<file path="config.mk">
export PLATFORM = sky130hd
export DESIGN_NAME = dmem_port_arbiter
export DESIGN_NICKNAME = d
export VERILOG_FILES = /design/src/rtl/dmem_port_arbiter.sv
export SDC_FILE = /design/constraint.sdc
export NUM_CORES = 1
export LEC_CHECK = 0
export ABC_AREA = 1
export BUFFER_PORTS_ARGS = -buffer_cell sky130_fd_sc_hd__buf_4
export CAP_MARGIN = 0
export CELL_PAD_IN_SITES_DETAIL_PLACEMENT = 1
export CELL_PAD_IN_SITES_GLOBAL_PLACEMENT = 2
export CORE_ASPECT_RATIO = 2
export CORE_MARGIN = 1
export CORE_UTILIZATION = 14
export DETAILED_ROUTE_END_ITERATION = 7
export HOLD_SLACK_MARGIN = 0.15
export PLACE_DENSITY_LB_ADDON = 0.1
export SYNTH_ARGS = -nofsm -noshare
export SYNTH_HDL_FRONTEND = slang
export SYNTH_SLANG_ARGS = --single-unit
</file>
<file path="constraint.sdc">
create_clock -name clk -period 1.71 [get_ports clk]
set_input_delay 0.0855 -clock clk [delete_from_list [all_inputs] [get_ports clk]]
set_output_delay 0.0855 -clock clk [all_outputs]
set_load 0.1 [all_outputs]
</file>
<file path="src/rtl/dmem_port_arbiter.sv">
// dmem_port_arbiter: shared data-memory port-B arbiter.
// Round-robin grant among NUM_REQ requesters, locked bursts capped at
// MAX_BURST transfers, read responses routed back after a fixed RAM
// latency, and RAM writes suppressed while the CPU is halted.
// Build option DMEM_ARB_FIXED_PRIO_EN: idle grant becomes fixed priority
// (lowest index wins) and the round-robin pointer is removed.
module dmem_port_arbiter #(
    parameter int NUM_REQ   = 2,
    parameter int ADDR_W    = 11,
    parameter int DATA_W    = 16,
    parameter int RD_LAT    = 1,
    parameter int MAX_BURST = 8
) (
    input  logic                       clk,
    input  logic                       rst_n,
    input  logic                       halt,
    input  logic [NUM_REQ-1:0]         req_valid,
    input  logic [NUM_REQ-1:0]         req_wr,
    input  logic [NUM_REQ-1:0]         req_lock,
    input  logic [NUM_REQ*ADDR_W-1:0]  req_addr,
    input  logic [NUM_REQ*DATA_W-1:0]  req_wdata,
    output logic [NUM_REQ-1:0]         req_ready,
    output logic [NUM_REQ-1:0]         rsp_valid,
    output logic [DATA_W-1:0]          rsp_rdata,
    output logic [ADDR_W-1:0]          mem_addr,
    output logic [DATA_W-1:0]          mem_data,
    output logic                       mem_rden,
    output logic                       mem_wren,
    input  logic [DATA_W-1:0]          mem_q
);

    localparam int         ID_W       = (NUM_REQ > 1) ? $clog2(NUM_REQ) : 1;
    localparam logic [7:0] BURST_LAST = 8'(MAX_BURST - 1);

    typedef enum logic [0:0] {
        ST_IDLE   = 1'b0,
        ST_LOCKED = 1'b1
    } state_t;

    state_t            r_state;
    state_t            w_state_nxt;
    logic [ID_W-1:0]   r_owner;
    logic [ID_W-1:0]   w_owner_nxt;
    logic [7:0]        r_burst_cnt;
    logic [7:0]        w_burst_nxt;
    logic              w_gnt_vld;
    logic [ID_W-1:0]   w_gnt_id;
    logic              w_acc_rd;
    logic              w_acc_lock;
    logic [RD_LAT-1:0] r_pipe_vld;
    logic [ID_W-1:0]   r_pipe_id [RD_LAT];

`ifndef DMEM_ARB_FIXED_PRIO_EN
    logic [ID_W-1:0]    r_rr_ptr;
    logic [ID_W-1:0]    w_cand_id [NUM_REQ];
    logic [NUM_REQ-1:0] w_rot;

    // Candidate k is the requester k places after the round-robin pointer.
    always_comb begin
        for (int k = 0; k < NUM_REQ; k++) begin
            if (int'(r_rr_ptr) + k >= NUM_REQ) begin
                w_cand_id[k] = ID_W'(int'(r_rr_ptr) + k - NUM_REQ);
            end else begin
                w_cand_id[k] = ID_W'(int'(r_rr_ptr) + k);
            end
            w_rot[k] = req_valid[w_cand_id[k]];
        end
    end
`endif

    // Grant selection: owner only while locked, otherwise search for a valid requester.
    always_comb begin
        w_gnt_vld = 1'b0;
        w_gnt_id  = '0;
        if (r_state == ST_LOCKED) begin
            w_gnt_vld = req_valid[r_owner];
            w_gnt_id  = r_owner;
        end else begin
            // Scan downward so the closest candidate is the one left standing.
            for (int k = NUM_REQ - 1; k >= 0; k--) begin
`ifdef DMEM_ARB_FIXED_PRIO_EN
                w_gnt_id  = req_valid[k] ? ID_W'(k) : w_gnt_id;
                w_gnt_vld = w_gnt_vld | req_valid[k];
`else
                w_gnt_id  = w_rot[k] ? w_cand_id[k] : w_gnt_id;
                w_gnt_vld = w_gnt_vld | w_rot[k];
`endif
            end
        end
    end

    assign w_acc_rd   = w_gnt_vld & ~req_wr[w_gnt_id];
    assign w_acc_lock = w_gnt_vld & req_lock[w_gnt_id];

    // Drive the RAM port and ready from the granted requester's slices.
    always_comb begin
        req_ready = '0;
        mem_rden  = 1'b0;
        mem_wren  = 1'b0;
        mem_addr  = '0;
        mem_data  = '0;
        if (w_gnt_vld) begin
            req_ready[w_gnt_id] = 1'b1;
            mem_rden = ~req_wr[w_gnt_id];
            // A halted CPU still sees the handshake, but the RAM stays untouched.
            mem_wren = req_wr[w_gnt_id] & ~halt;
            mem_addr = req_addr[int'(w_gnt_id)*ADDR_W +: ADDR_W];
            mem_data = req_wdata[int'(w_gnt_id)*DATA_W +: DATA_W];
        end else begin
            req_ready = '0;
        end
    end

    // Lock/burst state machine next-state logic.
    always_comb begin
        w_state_nxt = r_state;
        w_owner_nxt = r_owner;
        w_burst_nxt = r_burst_cnt;
        case (r_state)
            ST_IDLE: begin
                if (w_acc_lock) begin
                    w_state_nxt = ST_LOCKED;
                    w_owner_nxt = w_gnt_id;
                    w_burst_nxt = 8'd1;
                end else begin
                    w_state_nxt = ST_IDLE;
                end
            end
            ST_LOCKED: begin
                if (w_gnt_vld) begin
                    if (w_acc_lock && (r_burst_cnt < BURST_LAST)) begin
                        w_burst_nxt = r_burst_cnt + 8'd1;
                    end else begin
                        // Unlock requested or burst cap reached: give others a turn.
                        w_state_nxt = ST_IDLE;
                        w_burst_nxt = 8'd0;
                    end
                end else if (!req_lock[r_owner]) begin
                    w_state_nxt = ST_IDLE;
                    w_burst_nxt = 8'd0;
                end else begin
                    w_state_nxt = ST_LOCKED;
                end
            end
            default: begin
                w_state_nxt = ST_IDLE;
                w_owner_nxt = '0;
                w_burst_nxt = 8'd0;
            end
        endcase
    end

    // State, owner and burst counter registers.
    always_ff @(posedge clk or negedge rst_n) begin
        if (!rst_n) begin
            r_state     <= ST_IDLE;
            r_owner     <= '0;
            r_burst_cnt <= 8'd0;
        end else begin
            r_state     <= w_state_nxt;
            r_owner     <= w_owner_nxt;
            r_burst_cnt <= w_burst_nxt;
        end
    end

`ifndef DMEM_ARB_FIXED_PRIO_EN
    // Round-robin pointer moves just past whoever was last served.
    always_ff @(posedge clk or negedge rst_n) begin
        if (!rst_n) begin
            r_rr_ptr <= '0;
        end else if (w_gnt_vld) begin
            r_rr_ptr <= (w_gnt_id == ID_W'(NUM_REQ - 1)) ? '0 : w_gnt_id + 1'b1;
        end else begin
            r_rr_ptr <= r_rr_ptr;
        end
    end
`endif

    // Read-tag pipeline tracking which requester owns each in-flight read.
    always_ff @(posedge clk or negedge rst_n) begin
        if (!rst_n) begin
            r_pipe_vld <= '0;
            for (int k = 0; k < RD_LAT; k++) begin
                r_pipe_id[k] <= '0;
            end
        end else begin
            r_pipe_vld[0] <= w_acc_rd;
            r_pipe_id[0]  <= w_gnt_id;
            for (int k = 1; k < RD_LAT; k++) begin
                r_pipe_vld[k] <= r_pipe_vld[k-1];
                r_pipe_id[k]  <= r_pipe_id[k-1];
            end
        end
    end

    // Route RAM output to the tagged requester when its read matures.
    always_comb begin
        rsp_valid = '0;
        rsp_rdata = '0;
        if (r_pipe_vld[RD_LAT-1]) begin
            rsp_valid[r_pipe_id[RD_LAT-1]] = 1'b1;
            rsp_rdata = mem_q;
        end else begin
            rsp_rdata = '0;
        end
    end

endmodule

</file>
==> flow_metrics.tcl, run 1 <==
set metrics [dict create \
    ys_top_cells_by_area "dfrtp_1 29%, a22o_1 21%, inv_1 12%, nand2_1 12%, nand3_1 4.0%" \
    holdWs_ns 0.230 \
    num_rows 45 \
    grt.overflow.total 0 \
    cts_tree "done" \
    clk_path_buf_depth 2 \
    worstPathArrival_ns 1.69 \
    fin_crit_sh 1.04 \
    netlist_instances 162 \
    fmax_mhz 562 \
    clk_pin_slew_ns 0.05 \
    dp_slack_ns 0.0687 \
    crit_path_end_kind "output pin" \
    outcome "finished, violations left" \
    violations "negative setup slack" \
    fillers 937 \
    antenna_cells 0 \
    path_cells "nand2_2, nand2_2, nand2_4, inv_2, nor2_4, buf_12, a22o_2, buf_12" \
    htreeDepth 1 \
    synth.largest_area_cell "dfrtp_1" \
    synth_top_area_share 0.290 \
    synth_fp_nets 242 \
    grtUsageTotal 0.133 \
    setup_viol 28 \
    ant_nets 0 \
    cts_inserted_buffers 3 \
    synth_area_per_cell_sq_um 6.94 \
    io_buffers 127 \
    hold_viol 0 \
    ys_seq_elements 13 \
    synthArstFlopShare 1.00 \
    setup_slack_ns -0.0697 \
    fp.dieH_microns 129 \
    drc 0 \
    path_max_fanout 19 \
    crit_path_start_kind "register" \
    vias_per_cell 4.17 \
    slowest_delay_ns 0.42 \
    area.growth.synth_to_final_pct 159 \
    clock_sinks 13 \
    tightest_slew_ns 0.355 \
    wl_met3_microns 623 \
    die_x_microns 65.3 \
    synthTopCellsByCount "36 x inv_1, 36 x nand2_1, 27 x a22o_1, 13 x dfrtp_1, 11 x nor2_1" \
    worst_ep_required_time_ns 1.62 \
    reg2reg_slack_ns 0.18 \
    cpMaxStageDelayCell "dfrtp_1" \
    die_area_sq_um 8410 \
    drive_above_1_share 0.629 \
    rsz0062_at_grt "yes" \
    criticalPathCategory "reg2out" \
    antenna_found_initial 0 \
    synth_edf_count 0 \
    design.portCount 128 \
    slew_headroom 0.762 \
    ys.flop_type "dfrtp_1" \
    grt_pass1_wl_mm 8.56 \
    grt_max_degree 20 \
    firstDrtPassIters 2 \
    hpwl_mm 4.72 \
    wl_per_cell_microns 14.4 \
    top_layer_used "met4" \
    skew_ns 0.00125 \
    drt_wl_total_mm 5.65 \
    drtIter0Drc 29 \
    ys_types 21 \
    nNetsFinal 380 \
    clkLatencyLatePin_ns 0.24 \
    core-area_sq_um 7660 \
    drv_slew 0 \
    drv_cap 0 \
    wl_met1_mm 1.64 \
    start_util 0.147 \
    synth_area_sq_um 1120 \
    final.setup.tns_ns -1.23 \
    dr_total_vias 1640 \
    yosys_warnings 0 \
    yosysSeqAreaShare 0.290 \
    wl_met2_mm 3.34 \
    crit_buf_inv 3 \
    grt_pass1_vias 1840 \
    clockRootBuffer "clkbuf_16" \
    gp_congestion 0.724 \
    period_needed_ns 1.78 \
    hp-class "in2async" \
    timing.critical_path.max_delay_family "simple AND/OR/NAND/NOR gates" \
]
-- flip-flops by register name, summed over array words and instances (netlist names) --
name / count
r_burst_cnt: 8
r_owner: 1
r_pipe_id: 1
r_pipe_vld: 1
r_rr_ptr: 1
r_state: 1
-- cells in the final DEF (no fill, tap or decap) --
cell type      netlist  layout
nor3_4               0       1
o21a_4               0       1
nand3_1              9       9
dfrtp_1             13      13
nand2_2              5       7
buf_8                0       2
buf_4                0     102
nand2_4              1       2
a22o_2               0      17
nor2_2               0       2
inv_2                2       3
ha_1                 1       1
buf_6                4       2
o22ai_1              1       1
nor2_1              11       8
dlygate4sd3_1        0       1
clkbuf_16            0       4
clkbuf_1             2       1
nor2_4               1       2
a22o_4               0      10
nand4_1              1       1
inv_1               36      34
a21oi_1              3       3
o21ai_0              5       5
xor2_1               1       1
buf_12               0      32
inv_4                0       1
nand2_1             36      33
-- worst paths after layout --
path	startpoint	endpoint	cells after the start
setup / recovery	r_state$_DFF_PN0_	mem_addr[2]	8
setup reg to reg	r_state$_DFF_PN0_	r_burst_cnt[0]$_DFFE_PN0P_	11
hold reg to reg	r_burst_cnt[5]$_DFFE_PN0P_	r_burst_cnt[5]$_DFFE_PN0P_	2
min in group clk	req_wr[1]	r_pipe_vld$_DFF_PN0_	5
hold / removal	rst_n	r_state$_DFF_PN0_	2
max in group asynchronous	rst_n	r_pipe_id$_DFF_PN0_	2
-- kinds of logic after synthesis --
| logic type | share of synthesized area |
|---|---|
| compound gates | 0.258 |
| xor+xnor | 0.00780 |
| fa+ha+maj | 0.0111 |
| buf+inv | 0.178 |
| flops | 0.290 |
| simple gates | 0.255 |
-- final cells by class --
class,count,area (sq um),share of cell area
repair buffers,140,1490,0.513
multi-input cells,104,751,0.258
flip-flops and latches,13,325,0.112
inverters,38,145,0.0498
well taps,94,118,0.0404
clock buffers,4,78.8,0.0271
-- worst reg2reg max path: stages, from the launching register on --
cell	delay, ns
dfrtp_1	0.42
nor2_2	0.15
nand2_2	0.08
nand2_4	0.11
buf_4	0.12
nand2_1	0.04
nand3_1	0.07
nand2_1	0.05
nand2_1	0.17
nand2_1	0.09
nand2_1	0.07
inv_1	0.03
-- metal layers --
metal | vias to the layer above | track usage
met1 | 748 | 0.113
met4 | 0 | 0.0345
met2 | 94 | 0.272
li1 | 794 | -
met5 | - | 0
met3 | 4 | 0.0523
-- per-stage QoR --
step | std cells | utilization | instance area, sq um
after floorplan | 162 | - | 1250
after global placement | 382 | 0.304 | 2330
after detailed placement | 382 | 0.304 | 2330
after CTS | 389 | 0.367 | 2810
after global routing | 393 | 0.380 | 2910
final | 393 | 0.380 | 2910
-- timing repair --
item,4_1_cts,5_1_grt
pin swaps,0,2
endpoints found under the setup margin,31,37
gates resized for setup,93,13
cloned,0,1
hold buffers,1,0
hold endpoints to repair,13,0
buffers inserted,2,3
Power of run 1 is not shown: default switching activity piles up to over one toggle a cycle in this logic, so the estimate is an artifact.
==> inputs of run 2 (changes only) <==
- CORE_ASPECT_RATIO: 2 -> unset
==> run 2 against run 1 <==
Count of clock-buffer cells in the layout did not move. Hold slack got worse by 0.0051 ns. Routed wire length rose by 2.2%. Final cell count rose by 2.8%. First-iteration DRC count fell by 17%. Die area fell by 0.25%. Flip-flop and latch count did not move. The flow still finishes with violations (negative setup slack). Largest cell class unchanged. Highest routed layer is now met3. Maximum frequency fell by 1.7%. Global-route usage fell by 0.13 points. Sequential share of layout area fell by 0.11 points. Final area rose by 1.4%.
==> flow_metrics.tcl, run 2 (same netlist as run 1, synthesis figures left out) <==
set metrics [dict create \
    gp_congestion 0.677 \
    path_cells "nor2_4, nand2_2, nand2_4, nand2_2, inv_2, buf_12, a22o_2, buf_12" \
    cpMaxStageDelayCell "dfrtp_2" \
    vias_per_cell 4.04 \
    drv_slew 0 \
    period_needed_ns 1.81 \
    io_buffers 127 \
    start_util 0.145 \
    final.setup.tns_ns -1.90 \
    fin_crit_sh 1.06 \
    skew_ns 0.00314 \
    dr_total_vias 1634 \
    nNetsFinal 383 \
    drt_wl_total_mm 5.78 \
    design.portCount 128 \
    largest_reg_flops 8 \
    final_common_cell "buf_4" \
    dpl_cell_area_sq_um 2330 \
    setup_slack_ns -0.0996 \
    grt_max_degree 29 \
    drive_above_1_share 0.642 \
    grt.overflow.total 0 \
    drtIter0Drc 24 \
    fp.dieH_microns 91.6 \
    clk_pin_slew_ns 0.05 \
    fin_cells 404 \
    design_area_sq_um 2950 \
    cts_tree "done" \
    firstDrtPassIters 2 \
    violations "negative setup slack" \
    die_x_microns 91.6 \
    clk_path_buf_depth 2 \
    clock_sinks 13 \
    fmax_mhz 553 \
    setup_viol 27 \
    place_inst 389 \
    worst_ep_required_time_ns 1.62 \
    path_max_fanout 20 \
    htreeDepth 1 \
    hpwl_mm 4.23 \
    grt_pass1_vias 1710 \
    rsz0062_at_grt "yes" \
    outcome "finished, violations left" \
    slowest_delay_ns 0.45 \
    tightest_slew_ns 0.330 \
    grtUsageTotal 0.132 \
    antenna_cells 0 \
    drv_cap 0 \
    area.growth.synth_to_final_pct 163 \
    hp-class "in2async" \
    worstPathArrival_ns 1.72 \
    clockRootBuffer "clkbuf_8" \
    clkLatencyLatePin_ns 0.24 \
    final_cell_mix "106 x buf_4, 34 x inv_1, 33 x buf_12" \
    criticalPathCategory "reg2out" \
    antenna_found_initial 0 \
    num_rows 32 \
    cts_inserted_buffers 3 \
    wl_per_cell_microns 14.3 \
    core-area_sq_um 7730 \
    drc 0 \
    slew_headroom 0.779 \
    regMostFlops "r_burst_cnt" \
    crit_path_end_kind "output pin" \
    grt_pass1_wl_mm 8.78 \
    hold_viol 0 \
    crit_path_start_kind "register" \
    ant_nets 0 \
    die_area_sq_um 8390 \
]
[run 2: worst paths after layout]
| path | slack (ns) | endpoint | depth (start not counted) | start |
|---|---|---|---|---|
| max in group asynchronous | 1.29 | r_state$_DFF_PN0_ | 2 | rst_n |
| min in group clk | 0.23 | r_pipe_vld$_DFF_PN0_ | 5 | req_wr[1] |
| setup / recovery | -0.1 | mem_addr[8] | 8 | r_state$_DFF_PN0_ |
| setup reg to reg | 0.14 | r_burst_cnt[6]$_DFFE_PN0P_ | 8 | r_state$_DFF_PN0_ |
| hold reg to reg | 0.49 | r_burst_cnt[4]$_DFFE_PN0P_ | 2 | r_burst_cnt[4]$_DFFE_PN0P_ |
| hold / removal | 0.23 | r_burst_cnt[2]$_DFFE_PN0P_ | 2 | rst_n |
[run 2: cell type report]
class,count,area (sq um)
multi-input cells,104,793
fillers,901,4780
clock buffers,4,45.0
flip-flops and latches,13,327
well taps,102,128
repair buffers,143,1510
inverters,38,145
[run 2: worst max-delay path: cells and delay by family (launching register included)]
| kind | cells | cell delay, ns |
|---|---|---|
| DFF | 1 | 0.45 |
| buffers and inverters | 3 | 0.42 |
| and+or+nand+nor | 4 | 0.40 |
| AOI/OAI and AO/OA | 1 | 0.19 |
[run 2: timing repair]
item | 4_1_cts | 5_1_grt
resized for setup | 91 | 22
setup buffers | 1 | 8
cloned | 0 | 2
setup endpoints to repair | 31 | 37
pin swaps | 0 | 2
endpoints found under the hold margin | 13 | 0
hold buffers | 1 | 0
[run 2: metal layers]
layer	routed length [microns]	vias to the layer above	track usage
met2	3220	75	0.246
met3	443	0	0.0360
met5	0	-	0
met4	0	0	0.0159
li1	-	800	-
met1	2110	759	0.153
[run 2: stage by stage]
stage               hold slack (ns)   util  setup WS, ns
global placement            -0.0537  0.302        0.0686
global route                  0.232  0.382        -0.185
CTS                           0.231  0.358       -0.0912
detailed placement          -0.0523  0.302        0.0598
finish                        0.225  0.382       -0.0996
floorplan                    -0.210      -       -0.0378
Power of run 2 is left out for the same reason.
==> inputs of run 3 (changes only) <==
--- a/config.mk
+++ b/config.mk
@@ -10,9 +10,7 @@
 export CAP_MARGIN = 0
-export CELL_PAD_IN_SITES_DETAIL_PLACEMENT = 1
-export CELL_PAD_IN_SITES_GLOBAL_PLACEMENT = 2
 export CORE_MARGIN = 1
-export CORE_UTILIZATION = 14
+export CORE_UTILIZATION = 30
 export DETAILED_ROUTE_END_ITERATION = 7
 export HOLD_SLACK_MARGIN = 0.15
-export PLACE_DENSITY_LB_ADDON = 0.1
+export PLACE_DENSITY = 0.73
 export SYNTH_ARGS = -nofsm -noshare
==> constraint.sdc (replaced) <==
create_clock -name clk -period 1.71 [get_ports clk]
set_input_delay 0.342 -clock clk [delete_from_list [all_inputs] [get_ports clk]]
set_output_delay 0.342 -clock clk [all_outputs]
set_load 0.1 [all_outputs]
==> run 3 against run 2 <==
The flow still finishes with violations (negative setup slack). Die area decreased by 52%. Sequential share of layout area decreased by 0.69 points. Utilization increased by 53 points. Global-route usage increased by 18 points. Final area increased by 6.7%. Largest cell class unchanged.
==> flow_metrics.tcl, run 3 (same netlist as run 1, synthesis figures left out) <==
set metrics [dict create \
    violations "negative setup slack" \
    power.density_nw_per_um2 2470 \
    drt_wl_total_mm 7.16 \
    cellLeakagePower_nw 1.63 \
    holdWs_ns 0.485 \
    cp.depth 9 \
    final_cell_mix "106 x buf_4, 33 x buf_12, 27 x nand2_1, 27 x a22o_4, 23 x inv_1" \
    drtIter0Drc 62 \
    cts_tree "done" \
    swShare 0.606 \
    power_w 0.00778 \
    clkLatencyLatePin_ns 0.26 \
    cts_inserted_buffers 3 \
    clockRootBuffer "clkbuf_8" \
    period_needed_ns 2.19 \
    drive_above_1_share 0.711 \
    ir_drop_uv 2090 \
    grt_max_degree 19 \
    clock_sinks 13 \
    grt_pass1_vias 1809 \
    power_switching_w 0.00472 \
    clk_path_buf_depth 2 \
    slowest_delay_ns 0.46 \
    setup_viol 31 \
    antenna_cells 0 \
    design.portCount 128 \
    tightest_slew_ns 0.364 \
    drv_cap 0 \
    num_rows 21 \
    intPower_w 0.00307 \
    slew_headroom 0.756 \
    skew_ns 0.00261 \
    pwr-share-comb 0.900 \
    worst_ep_required_time_ns 1.37 \
    final.setup.tns_ns -13.57 \
    die_area_sq_um 3990 \
    nNetsFinal 385 \
    final_common_cell "buf_4" \
    cpMostUsedCell "nand2_2" \
    crit_path_end_kind "output pin" \
    fillers 154 \
    hp-class "in2async" \
    place_inst 338 \
    htreeDepth 1 \
    outcome "finished, violations left" \
    p_clk_frac 0.039 \
    antenna_found_initial 0 \
    fin_crit_sh 1.28 \
    hold_viol 0 \
    path_max_fanout 7 \
    core-area_sq_um 3470 \
    grt.overflow.total 0 \
    grtUsageTotal 0.316 \
    rsz0062_at_grt "yes" \
    vias_per_cell 5.34 \
    regMostFlops "r_burst_cnt" \
    fp.dieH_microns 63.2 \
    gp_congestion 0.782 \
    setup_slack_ns -0.477 \
    wl_per_cell_microns 20.5 \
    criticalPathCategory "reg2out" \
    dr_total_vias 1868 \
    r2r_cells 9 \
    ant_nets 0 \
    die_x_microns 63.2 \
    crit_path_start_kind "register" \
    drv_slew 0 \
    firstDrtPassIters 4 \
    timing.critical_path.max_delay_family "buffers and inverters" \
    io_buffers 127 \
    fin_cells 350 \
    area.growth.synth_to_final_pct 180 \
    drc 0 \
    hpwl_mm 3.74 \
    worstPathArrival_ns 1.85 \
    start_util 0.324 \
    clk_pin_slew_ns 0.06 \
    fmax_mhz 457 \
    power_frac_seq 0.061 \
    grt_pass1_wl_mm 9.43 \
    cpMaxStageDelayCell "dfrtp_2" \
    path_cells "nor2_4, nand2_2, nand2_4, buf_4, nand2_2, inv_6, clkbuf_16, a22o_4, buf_12" \
    largest_reg_flops 8 \
    crit_buf_inv 4 \
]
[run 3: cell count changes in the layout (fill, tap and decap cells not counted), moves of 2 or more]
cell,delta
inv_1,-11
a22o_2,-14
a22o_4,+14
nand3_1,-3
inv_6,+2
nand3_2,+3
nand2_1,-4
buf_16,+3
clkinvlp_4,+10
nand2_4,+2
nand2_2,+2
[run 3: worst paths after layout]
check / startpoint / endpoint / slack (ns)
worst max-delay path: r_state$_DFF_PN0_ / mem_addr[2] / -0.48
worst min-delay path: rst_n / r_burst_cnt[0]$_DFFE_PN0P_ / 0.49
worst max register to register: r_state$_DFF_PN0_ / r_burst_cnt[2]$_DFFE_PN0P_ / 0.02
worst min register to register: r_burst_cnt[6]$_DFFE_PN0P_ / r_burst_cnt[6]$_DFFE_PN0P_ / 0.50
max in group asynchronous: rst_n / r_state$_DFF_PN0_ / 1.05
min in group clk: r_burst_cnt[6]$_DFFE_PN0P_ / r_burst_cnt[6]$_DFFE_PN0P_ / 0.50
[run 3: metrics by stage]
stage / util / area [sq um] / setup slack [ns]
global placement: 0.722 / 2500 / -0.150
CTS: 0.878 / 3040 / -0.335
finish: 0.908 / 3150 / -0.477
floorplan: - / 1450 / -0.268
detailed placement: 0.722 / 2500 / -0.162
global route: 0.908 / 3150 / -0.510
[run 3: timing repair]
action / 4_1_cts / 5_1_grt
pin swaps: 5 / 10
endpoints found under the hold margin: 13 / 0
buffers inserted: 3 / 3
gates cloned: 2 / 1
hold buffers: 1 / 0
gates resized for setup: 102 / 22
endpoints found under the setup margin: 31 / 41
[run 3: area by class of cell]
class / count / area [sq um] / share of cell area
sequential: 13 / 327 / 0.104
inverter: 38 / 190 / 0.0604
clock buffer: 4 / 45.0 / 0.0143
multi-input combinational: 104 / 945 / 0.300
tap: 46 / 57.6 / 0.0183
timing repair buffer: 145 / 1590 / 0.503
[run 3: layer usage]
| layer | part of all wire | routed length [microns] | track usage |
|---|---|---|---|
| met1 | 0.29 | 2110 | 0.289 |
| met2 | 0.53 | 3780 | 0.629 |
| met3 | 0.10 | 740 | 0.112 |
| met4 | 0.073 | 522 | 0.108 |
| met5 | 0 | 0 | 0 |
[run 3: power by group through the flow]
stage	Combinational, W	Clock, W	Sequential, W
final	0.00701	0.000300	0.000478
after global routing	0.00718	0.000306	0.000483
after CTS	0.00664	0.000291	0.000464
after detailed placement	0.00546	0	0.000457
after global placement	0.00543	0	0.000454
after floorplan	0.00447	0	0.000445
No activity file was read; power rests on OpenSTA's default activity.
